`src/rtl/enc16to4_req_if.sv`:
```
// Request/code bundle for the 16-to-4 request encoder.
// The slave side is the encoder itself; the master side feeds requests and consumes codes.
interface enc16to4_req_if;
    logic [15:0] in;
    logic        out_ready;
    logic        out_valid;
    logic        A;
    logic        B;
    logic        C;
    logic        D;
    logic [15:0] pending;
    logic        overrun;
    logic        busy;

    modport master (
        output in, out_ready,
        input  out_valid, A, B, C, D, pending, overrun, busy
    );

    modport slave (
        input  in, out_ready,
        output out_valid, A, B, C, D, pending, overrun, busy
    );
endinterface

```
`src/rtl/enc16to4_req.sv`:
```
// Sequential 16-to-4 request encoder.
// Request pulses collect in a pending bitmap. The highest-numbered pending line
// moves into a one-entry output stage, which presents its code as {A,B,C,D}
// under a valid/ready handshake. A line held in the output stage is no longer
// pending, so a fresh pulse on it simply re-arms it and is not an overrun.
module enc16to4_req (
    input  logic            clk,
    input  logic            rst_n,
    enc16to4_req_if.slave   bus
);

    logic [15:0] pending_p1;
    logic [3:0]  code_p1;
    logic        vld_p1;
    logic        overrun_p1;

    logic [3:0]  sel;
    logic        load;
    logic [15:0] clr_mask;

    // Index of the highest set bit; only meaningful when v is non-zero.
    function automatic logic [3:0] msb_index(input logic [15:0] v);
        logic [3:0] idx;
        idx = 4'd0;
        for (int i = 0; i < 16; i++) begin
            if (v[i]) idx = i[3:0];
        end
        return idx;
    endfunction

    // Select the next line to issue and decide whether the output stage can take it.
    always_comb begin
        sel      = msb_index(pending_p1);
        load     = (|pending_p1) & (~vld_p1 | bus.out_ready);
        clr_mask = 16'h0000;
        if (load) clr_mask = 16'h0001 << sel;
    end

    // ---- stage p1: pending bitmap, output stage and overrun flag ----
    // Pending bits merge new pulses after the issued bit is removed, so a pulse
    // on the line being loaded in the same edge survives and is reissued later.
    always_ff @(posedge clk or negedge rst_n) begin
        if (!rst_n) begin
            pending_p1 <= 16'h0000;
            code_p1    <= 4'd0;
            vld_p1     <= 1'b0;
            overrun_p1 <= 1'b0;
        end else begin
            pending_p1 <= (pending_p1 & ~clr_mask) | bus.in;
            overrun_p1 <= |(bus.in & pending_p1 & ~clr_mask);
            if (load) begin
                code_p1 <= sel;
                vld_p1  <= 1'b1;
            end else if (vld_p1 && bus.out_ready) begin
                vld_p1  <= 1'b0;
            end
        end
    end

    // Drive the registered state onto the bus; busy is derived from that state.
    always_comb begin
        bus.pending   = pending_p1;
        bus.out_valid = vld_p1;
        bus.A         = code_p1[3];
        bus.B         = code_p1[2];
        bus.C         = code_p1[1];
        bus.D         = code_p1[0];
        bus.overrun   = overrun_p1;
        bus.busy      = (|pending_p1) | vld_p1;
    end

endmodule

```
`src/flat_wrapper.sv`:
```
// flat-port wrapper written by rule: the top's interface ports become plain ports
module enc16to4_req_flat 
  (clk, rst_n, bus_in, bus_out_ready, bus_out_valid, bus_A, bus_B, bus_C, bus_D, bus_pending, bus_overrun, bus_busy);
  enc16to4_req_if bus_i ();
  input  logic clk;
  input  logic rst_n;
  input wire logic [$bits(bus_i.in)-1:0] bus_in;
  input wire logic [$bits(bus_i.out_ready)-1:0] bus_out_ready;
  output wire logic [$bits(bus_i.out_valid)-1:0] bus_out_valid;
  output wire logic [$bits(bus_i.A)-1:0] bus_A;
  output wire logic [$bits(bus_i.B)-1:0] bus_B;
  output wire logic [$bits(bus_i.C)-1:0] bus_C;
  output wire logic [$bits(bus_i.D)-1:0] bus_D;
  output wire logic [$bits(bus_i.pending)-1:0] bus_pending;
  output wire logic [$bits(bus_i.overrun)-1:0] bus_overrun;
  output wire logic [$bits(bus_i.busy)-1:0] bus_busy;
  assign bus_i.in = bus_in;
  assign bus_i.out_ready = bus_out_ready;
  assign bus_out_valid = bus_i.out_valid;
  assign bus_A = bus_i.A;
  assign bus_B = bus_i.B;
  assign bus_C = bus_i.C;
  assign bus_D = bus_i.D;
  assign bus_pending = bus_i.pending;
  assign bus_overrun = bus_i.overrun;
  assign bus_busy = bus_i.busy;
  enc16to4_req u_core (.clk(clk), .rst_n(rst_n), .bus(bus_i));
endmodule
```
`config.mk`:
```
export PLATFORM = sky130hd
export DESIGN_NAME = enc16to4_req_flat
export DESIGN_NICKNAME = d
export VERILOG_FILES = /design/src/rtl/enc16to4_req_if.sv /design/src/rtl/enc16to4_req.sv /design/src/flat_wrapper.sv
export SDC_FILE = /design/constraint.sdc
export NUM_CORES = 1
export LEC_CHECK = 0
export CORE_MARGIN = 2
export CORE_UTILIZATION = 45
export CTS_CLUSTER_DIAMETER = 200
export CTS_CLUSTER_SIZE = 10
export DETAILED_ROUTE_END_ITERATION = 10
export PLACE_DENSITY = 0.81
export REMOVE_ABC_BUFFERS = 1
export SETUP_SLACK_MARGIN = 0.2
export SLEW_MARGIN = 20
export SYNTH_ARGS = -nofsm -noshare
export SYNTH_HDL_FRONTEND = slang
export SYNTH_SLANG_ARGS = --single-unit
```
`constraint.sdc`:
```
create_clock -name clk -period 3.1 [get_ports clk]
set_input_delay 0.93 -clock clk [delete_from_list [all_inputs] [get_ports clk]]
set_output_delay 0.93 -clock clk [all_outputs]
set_load 0.02 [all_outputs]
```
-- Word-level counts from Yosys, hierarchy flattened
Index checks and enable logic that the tools add are counted.
- bitwise gates (word level): 9
- multiplexer cells: 18
- shift-type cells: 1
- reductions and logical operators: 4
- operators with widths (cell ; number):
    $mux W4 ; 14
    $and A16 B16 Y16 ; 3
    $reduce_or A16 Y1 ; 2
    $mux W16 ; 1
    $not A16 Y16 ; 1
    $or A16 B16 Y16 ; 1
    $shl A1 B4 Y16 const A ; 1
    $mux W1 ; 3
    $or A1 B1 Y1 ; 2
    $reduce_bool A2 Y1 ; 1
    $and A1 B1 Y1 ; 1
    $logic_and A1 B1 Y1 ; 1
    $not A1 Y1 ; 1
- logic and storage cells: 36
- register bits: 22

-- Logic depth before layout (Yosys ltp)
Gate-level depths: netlist of the first run.
- depth in word-level cells: 20
- mapped depth: 8
- gate-level depth less buffers: 7

-- Worst setup path before layout of the first run
No wires, ideal clock.
- path kind: register to output
- from: register u_core.pending_p1[14], in the netlist u_core.bus.pending[14]
- to: output bus_busy
- data arrival time: 1647 ps
- slack: 523 ps
- stages on the path, launching flop included: 6
- data required time: 2170 ps
- cell sequence: dfrtp_1 > buf_6 > or2_2 > nor3_2 > nand2_1 > or3_1
- cells in the longest elaborated chain, start to end: 2
- ends and longest elaborated chain (item ; line ; RTL):
    start, declared ; enc16to4_req.sv:12 ; logic [15:0] pending_p1;
    start signal, assigned ; enc16to4_req.sv:49 ; pending_p1 <= (pending_p1 & ~clr_mask) | bus.in;
    $reduce_or A16 Y1 ; enc16to4_req.sv:69 ; bus.busy = (|pending_p1) | vld_p1;
    $or A1 B1 Y1 ; enc16to4_req.sv:69 ;
    end, declared ; flat_wrapper.sv:16 ; output wire logic [$bits(bus_i.busy)-1:0] bus_busy;
Every way passes these cells.

-- Worst setup path in the final report of the first run
Same ends and word-level chain as after synthesis.

==> flow_metrics.py, run 1 <==
metrics = {
    "status": {
        "outcome": "finished, final reports clean",
    },
    "timing": {
        "layout_worst_path_cycle_share_pct": 87.8,
        "setup-violations-final": 0,
        "actual_transition_at_the_worst_max_transition_pin_ps": 776,
        "max_slew_margin_pct": 47.8,
        "timing.setup.tns_ps": 0,
        "max_freq_ghz": 0.367,
        "timing_max_transition_violations_final": 0,
        "report.final.hold_viol_count": 0,
        "finClkSkew_ps": 4.73,
        "final.hold.worst_slack_ps": 504,
        "grt_setup_unrepaired": "no",
        "fin_crit_ps": 2720,
    },
    "global_routing": {
        "via_count_of_the_first_global_routing_pass": 1408,
        "grt_start_max_net_pins": 23,
        "tot_gr_track_use_pct": 27.1,
        "grt_antenna_before_repair": 0,
        "grt_pass1_wl_um": 6960,
        "grt.overflow.total": 0,
    },
    "floorplanning": {
        "io_pins": 42,
        "design.die.area_um2": 3360,
        "std_cell_rows": 19,
        "initial_utilization_pct": 47.5,
        "design.core.area_um2": 2760,
        "floorplan.die.width_um": 57.9,
        "die_height_um": 57.9,
    },
    "clock_network": {
        "worst_setup_hold_path_clk_slew_ps": 120,
        "clock_buffer_count_from_cts": 3,
        "cts_hold_repair.buffers": 0,
        "worstSkewPairLatency_ps": 300,
        "ctsHtreeMaxLevel": 1,
        "ctsRootBufferMaster": "clkbuf_4",
        "tritoncts": "done",
        "cts_sinks": 22,
        "ctsLongestPathBuffers": 2,
    },
    "yosys": {
        "ys_async_sr_fraction_pct": 100,
        "synth_seq_area_share_pct": 42.1,
        "yosysWarningCount": 0,
        "synth.avg_cell_area_um2": 9.09,
        "netlist-cell-type-count": 45,
        "post_syn_instances": 144,
        "count_of_flip_flops_with_a_built_in_enable_after_synthesis": 0,
        "ys_ff_latch": 22,
        "dominantRegCellSynth": "dfrtp_1",
        "synthesis.area_um2": 1310,
    },
    "critical_path": {
        "cp-start-kind": "flip-flop",
        "path_class": "reg2out",
        "cp.arrival_ps": 1790,
        "setup_crit_end_kind": "output pin",
        "crit_path_max_fanout": 3,
        "worst-endpoint-required_ps": 2170,
    },
    "pwr": {
        "cellLeakagePower_uw": 0.000690,
        "power_per_cell_area_nw_per_um2": 273,
        "max-vdd-ir-drop_uv": 253,
        "finalPower_uw": 516,
    },
    "drt": {
        "totalWireLength_um": 4220,
        "routedWlPerCell_um": 18.3,
        "antenna_left": 0,
        "first_pass_iters": 4,
        "drt_iter0_drc": 77,
        "vias": 1431,
        "drt_drc_violations_left": 0,
        "route.detailed.vias_per_inst": 6.22,
    },
    "placement": {
        "place_congestion": 0.885,
        "placement.io_buffers": 41,
        "hpwl_um": 3220,
    },
    "layout": {
        "regArea_um2": 552,
        "syn2layout_area_growth_pct": 44.5,
        "nFillCells": 234,
        "antennaDiodeCount": 0,
        "drive_above_1_share_pct": 16.1,
        "layout.nets": 220,
        "total_area_of_multi_input_combinational_cells_um2": 729,
    },
    "job": {
        "max-cap-violations": 0,
    },
    "worst_hold_path": {
        "worst_hold_path_type": "reg2reg",
    },
}
## layer usage
layer	up-vias	global-route usage, %	wire length (um)
li1	664	-	-
met1	674	36.4	1700
met2	83	45.3	2080
met3	10	2.90	336
met4	0	9.63	99
met5	-	0	0
## area by class of cell
type,count,share of cell area [%]
clock buffer,3,1.19
inverter,4,0.794
multi-input combinational,112,38.6
sequential,22,29.2
tap,31,2.05
timing repair buffer,58,28.2
## state kept, by name, indices dropped and copies added, names as in the netlist
register and cells:
u_core.bus.overrun 1, u_core.bus.out_valid 1, u_core.bus.pending 16, u_core.code_p1 4
## worst max-delay path: stages, from the launching register on
cell and delay (ps):
dfrtp_1 400, or2_2 330, nor3_4 130, nand2_1 100, or3_1 360, clkbuf_2 160
## synthesized netlist by cell type, types with 4 or more instances
library cell  number  area, um2
a21o_1             4       30.0
nor2b_1            4       25.0
nand2_1           12       45.0
nor4_1             5       31.3
inv_1              4       15.0
nand2b_1          11       68.8
o21ai_0           13       65.1
dfrtp_1           22        551
nor2_1            10       37.5
o211ai_1           4       30.0
## placed cells by master, fill, tap and decap left out, drive strengths merged, types with 3 or more instances in the layout
cell type,n
a21o,5
a21oi,3
a22oi,3
a31oi,3
buf,17
clkbuf,4
clkdlybuf4s50,40
dfrtp,22
inv,4
nand2,12
nand2b,11
nor2,10
nor2b,4
nor3,4
nor4,5
o211ai,4
o21ai,13
o31ai,3
or4,3
## cells by family (layout without fill, tap and decap cells)
group | Yosys count | in the layout | synth area share [%]
and+or+nand+nor | 60 | 60 | 25.8
buffers and inverters | 10 | 65 | 3.63
AOI/OAI and AO/OA | 52 | 52 | 28.5
DFF | 22 | 22 | 42.1
## path summary, 6_finish.rpt
check / from / end / slack [ps] / depth (start not counted)
min in group asynchronous: rst_n / u_core.code_p1[1]$_DFFE_PN0P_ / 960 / 2
hold / removal: u_core.code_p1[2]$_DFFE_PN0P_ / u_core.code_p1[2]$_DFFE_PN0P_ / 500 / 1
setup / recovery: u_core.bus.pending[14]$_DFF_PN0_ / bus_busy / 380 / 5
setup reg to reg: u_core.bus.pending[12]$_DFF_PN0_ / u_core.bus.overrun$_DFF_PN0_ / 520 / 8
hold reg to reg: u_core.code_p1[2]$_DFFE_PN0P_ / u_core.code_p1[2]$_DFFE_PN0P_ / 500 / 1
max in group asynchronous: rst_n / u_core.bus.pending[4]$_DFF_PN0_ / 1890 / 2
## power breakdown
group          leakage (uW)  switching (uW)  internal, uW
Sequential         0.000199            2.29           292
Clock             0.0000138            85.8          45.3
Combinational      0.000477            42.9          47.7
Total              0.000690             131           385
## metrics by stage
step | instance area [um2] | worst slack, ps | cells | utilization (%)
floorplan | 1280 | 567 | 138 | -
global placement | 1840 | 147 | 225 | 66.7
detailed placement | 1840 | 125 | 225 | 66.7
CTS | 1890 | 206 | 230 | 68.5
global route | 1890 | 293 | 230 | 68.6
finish | 1890 | 379 | 230 | 68.6
## what timing repair did
item / CTS / global route
pin swaps: 0 / 0
resized for setup: 4 / 3
buffers inserted: 2 / 0
gates cloned: 0 / 0
setup endpoints to repair: 1 / 1
hold endpoints to repair: 0 / 0
Note: power is estimated with default switching activity, not from simulation.
==> run 2: changes to the inputs <==
- CORE_UTILIZATION: 45 -> 49
- PLACE_DENSITY: 0.81 -> 0.87
- clock period: 3.1 -> 3.4 ns (I/O delays scaled with it)
==> flow_metrics.py, run 2 (synthesis results as in run 1) <==
metrics = {
    "floorplanning": {
        "design.die.area_um2": 3100,
        "std_cell_rows": 18,
        "io_pins": 42,
        "die_height_um": 55.7,
        "design.core.area_um2": 2500,
        "initial_utilization_pct": 52.4,
        "floorplan.die.width_um": 55.7,
    },
    "layout": {
        "largest_register_ff_count": 16,
        "layout.cells.non_filler": 221,
        "drive_above_1_share_pct": 12.0,
        "layout.nets": 211,
        "final_common_cell": "clkdlybuf4s50_1",
        "syn2layout_area_growth_pct": 39.8,
        "final_cell_mix": "clkdlybuf4s50_1, dfrtp_1, o21ai_0, nand2_1, nand2b_1",
        "finish.instance_area_um2": 1830,
        "antennaDiodeCount": 0,
    },
    "clock_network": {
        "cts_sinks": 22,
        "cts_hold_repair.buffers": 0,
        "ctsLongestPathBuffers": 2,
        "ctsHtreeMaxLevel": 1,
        "worstSkewPairLatency_ps": 320,
        "worst_setup_hold_path_clk_slew_ps": 130,
        "tritoncts": "done",
        "clock_buffer_count_from_cts": 3,
        "ctsRootBufferMaster": "clkbuf_4",
    },
    "pwr": {
        "cellLeakagePower_uw": 0.000658,
        "power_per_cell_area_nw_per_um2": 276,
        "max-vdd-ir-drop_uv": 297,
    },
    "placement": {
        "dpl_cell_area_um2": 1770,
        "dp_cells": 215,
        "hpwl_um": 3060,
        "placement.io_buffers": 41,
        "place_congestion": 0.938,
        "dpl_worst_slack_ps": 346,
    },
    "status": {
        "outcome": "finished, final reports clean",
    },
    "critical_path": {
        "cpLargestDelayFamily": "simple AND/OR/NAND/NOR gates",
        "cp-start-kind": "flip-flop",
        "crit_path_max_fanout": 6,
        "critical-path-slowest-cell": "dfrtp_2",
        "cp.arrival_ps": 2010,
        "slowest_delay_ps": 460,
        "critical_path_buf_inv_count": 1,
        "setup_crit_end_kind": "output pin",
        "timing.critical_path.cells": "or2_2 > nor3_4 > nand2_1 > or3_1 > clkbuf_2",
        "worst-endpoint-required_ps": 2380,
        "path_class": "reg2out",
    },
    "global_routing": {
        "tot_gr_track_use_pct": 26.6,
        "grt_start_max_net_pins": 23,
        "via_count_of_the_first_global_routing_pass": 1329,
        "grt.overflow.total": 0,
        "grt_pass1_wl_um": 6480,
        "grt_antenna_before_repair": 0,
    },
    "drt": {
        "route.detailed.vias_per_inst": 6.58,
        "vias": 1455,
        "antenna_left": 0,
        "first_pass_iters": 5,
        "totalWireLength_um": 4150,
        "drt_iter0_drc": 73,
        "routedWlPerCell_um": 18.8,
        "drt_drc_violations_left": 0,
    },
    "timing": {
        "finClkSkew_ps": 2.82,
        "timing_max_transition_violations_final": 0,
        "final.hold.worst_slack_ps": 515,
        "setup_ws_ps": 374,
        "timing.setup.tns_ps": 0,
        "max_freq_ghz": 0.331,
        "actual_transition_at_the_worst_max_transition_pin_ps": 745,
        "layout_worst_path_cycle_share_pct": 89.0,
        "setup-violations-final": 0,
        "max_slew_margin_pct": 49.9,
        "grt_setup_unrepaired": "no",
        "report.final.hold_viol_count": 0,
        "fin_crit_ps": 3030,
    },
    "worst_hold_path": {
        "worst_hold_path_type": "reg2reg",
    },
    "job": {
        "max-cap-violations": 0,
    },
}
## run 2: cell types whose count changed in the layout (fill, tap and decap cells not counted), sizes merged
cell,before,now
buf,17,8
clkbuf,4,5
## run 2: cell type report
cell class | count | area, um2
Multi-Input combinational cell | 112 | 723
Fill cell | 185 | 671
Sequential cell | 22 | 552
Timing Repair Buffer | 49 | 465
Tap cell | 30 | 37.5
Clock buffer | 4 | 36.3
Inverter | 4 | 15.0
## run 2: report_power, final
| part | leakage (uW) | internal, uW | switching (uW) |
|---|---|---|---|
| Combinational | 0.000438 | 44.0 | 37.8 |
| Sequential | 0.000199 | 266 | 4.37 |
| Clock | 0.0000210 | 65.6 | 86.8 |
## run 2: worst paths after layout
check,startpoint,endpoint,slack (ps),depth (start not counted)
setup / recovery,u_core.bus.pending[15]$_DFF_PN0_,bus_busy,370,5
hold / removal,u_core.code_p1[0]$_DFFE_PN0P_,u_core.code_p1[0]$_DFFE_PN0P_,510,1
setup reg to reg,u_core.bus.pending[14]$_DFF_PN0_,u_core.bus.overrun$_DFF_PN0_,800,8
hold reg to reg,u_core.code_p1[0]$_DFFE_PN0P_,u_core.code_p1[0]$_DFFE_PN0P_,510,1
max in group asynchronous,rst_n,u_core.bus.pending[15]$_DFF_PN0_,2120,2
min in group asynchronous,rst_n,u_core.bus.pending[11]$_DFF_PN0_,1030,2
## run 2: metrics by stage
step | power [uW] | utilization [%]
floorplan | 304 | -
global placement | 351 | 70.8
detailed placement | 353 | 70.8
CTS | 498 | 72.2
global route | 523 | 73.2
finish | 505 | 73.2
## run 2: per-layer routing
layer	up-vias	global-route usage, %	share of wire, %
met3	18	4.88	8.2
met5	-	0	0
li1	646	-	-
met1	697	33.9	40
met4	0	11.5	3.5
met2	94	44.2	48
## run 2: repair_timing
| action | CTS | global route |
|---|---|---|
| buffers inserted | 0 | 2 |
| pin swaps | 0 | 1 |
| resized for setup | 1 | 5 |
| setup endpoints to repair | 1 | 1 |
==> run 3: changes to the inputs <==
- HOLD_SLACK_MARGIN: unset -> 0.1
==> results of run 3 <==
Final layout, timing and power as in run 2 (identical DEF).
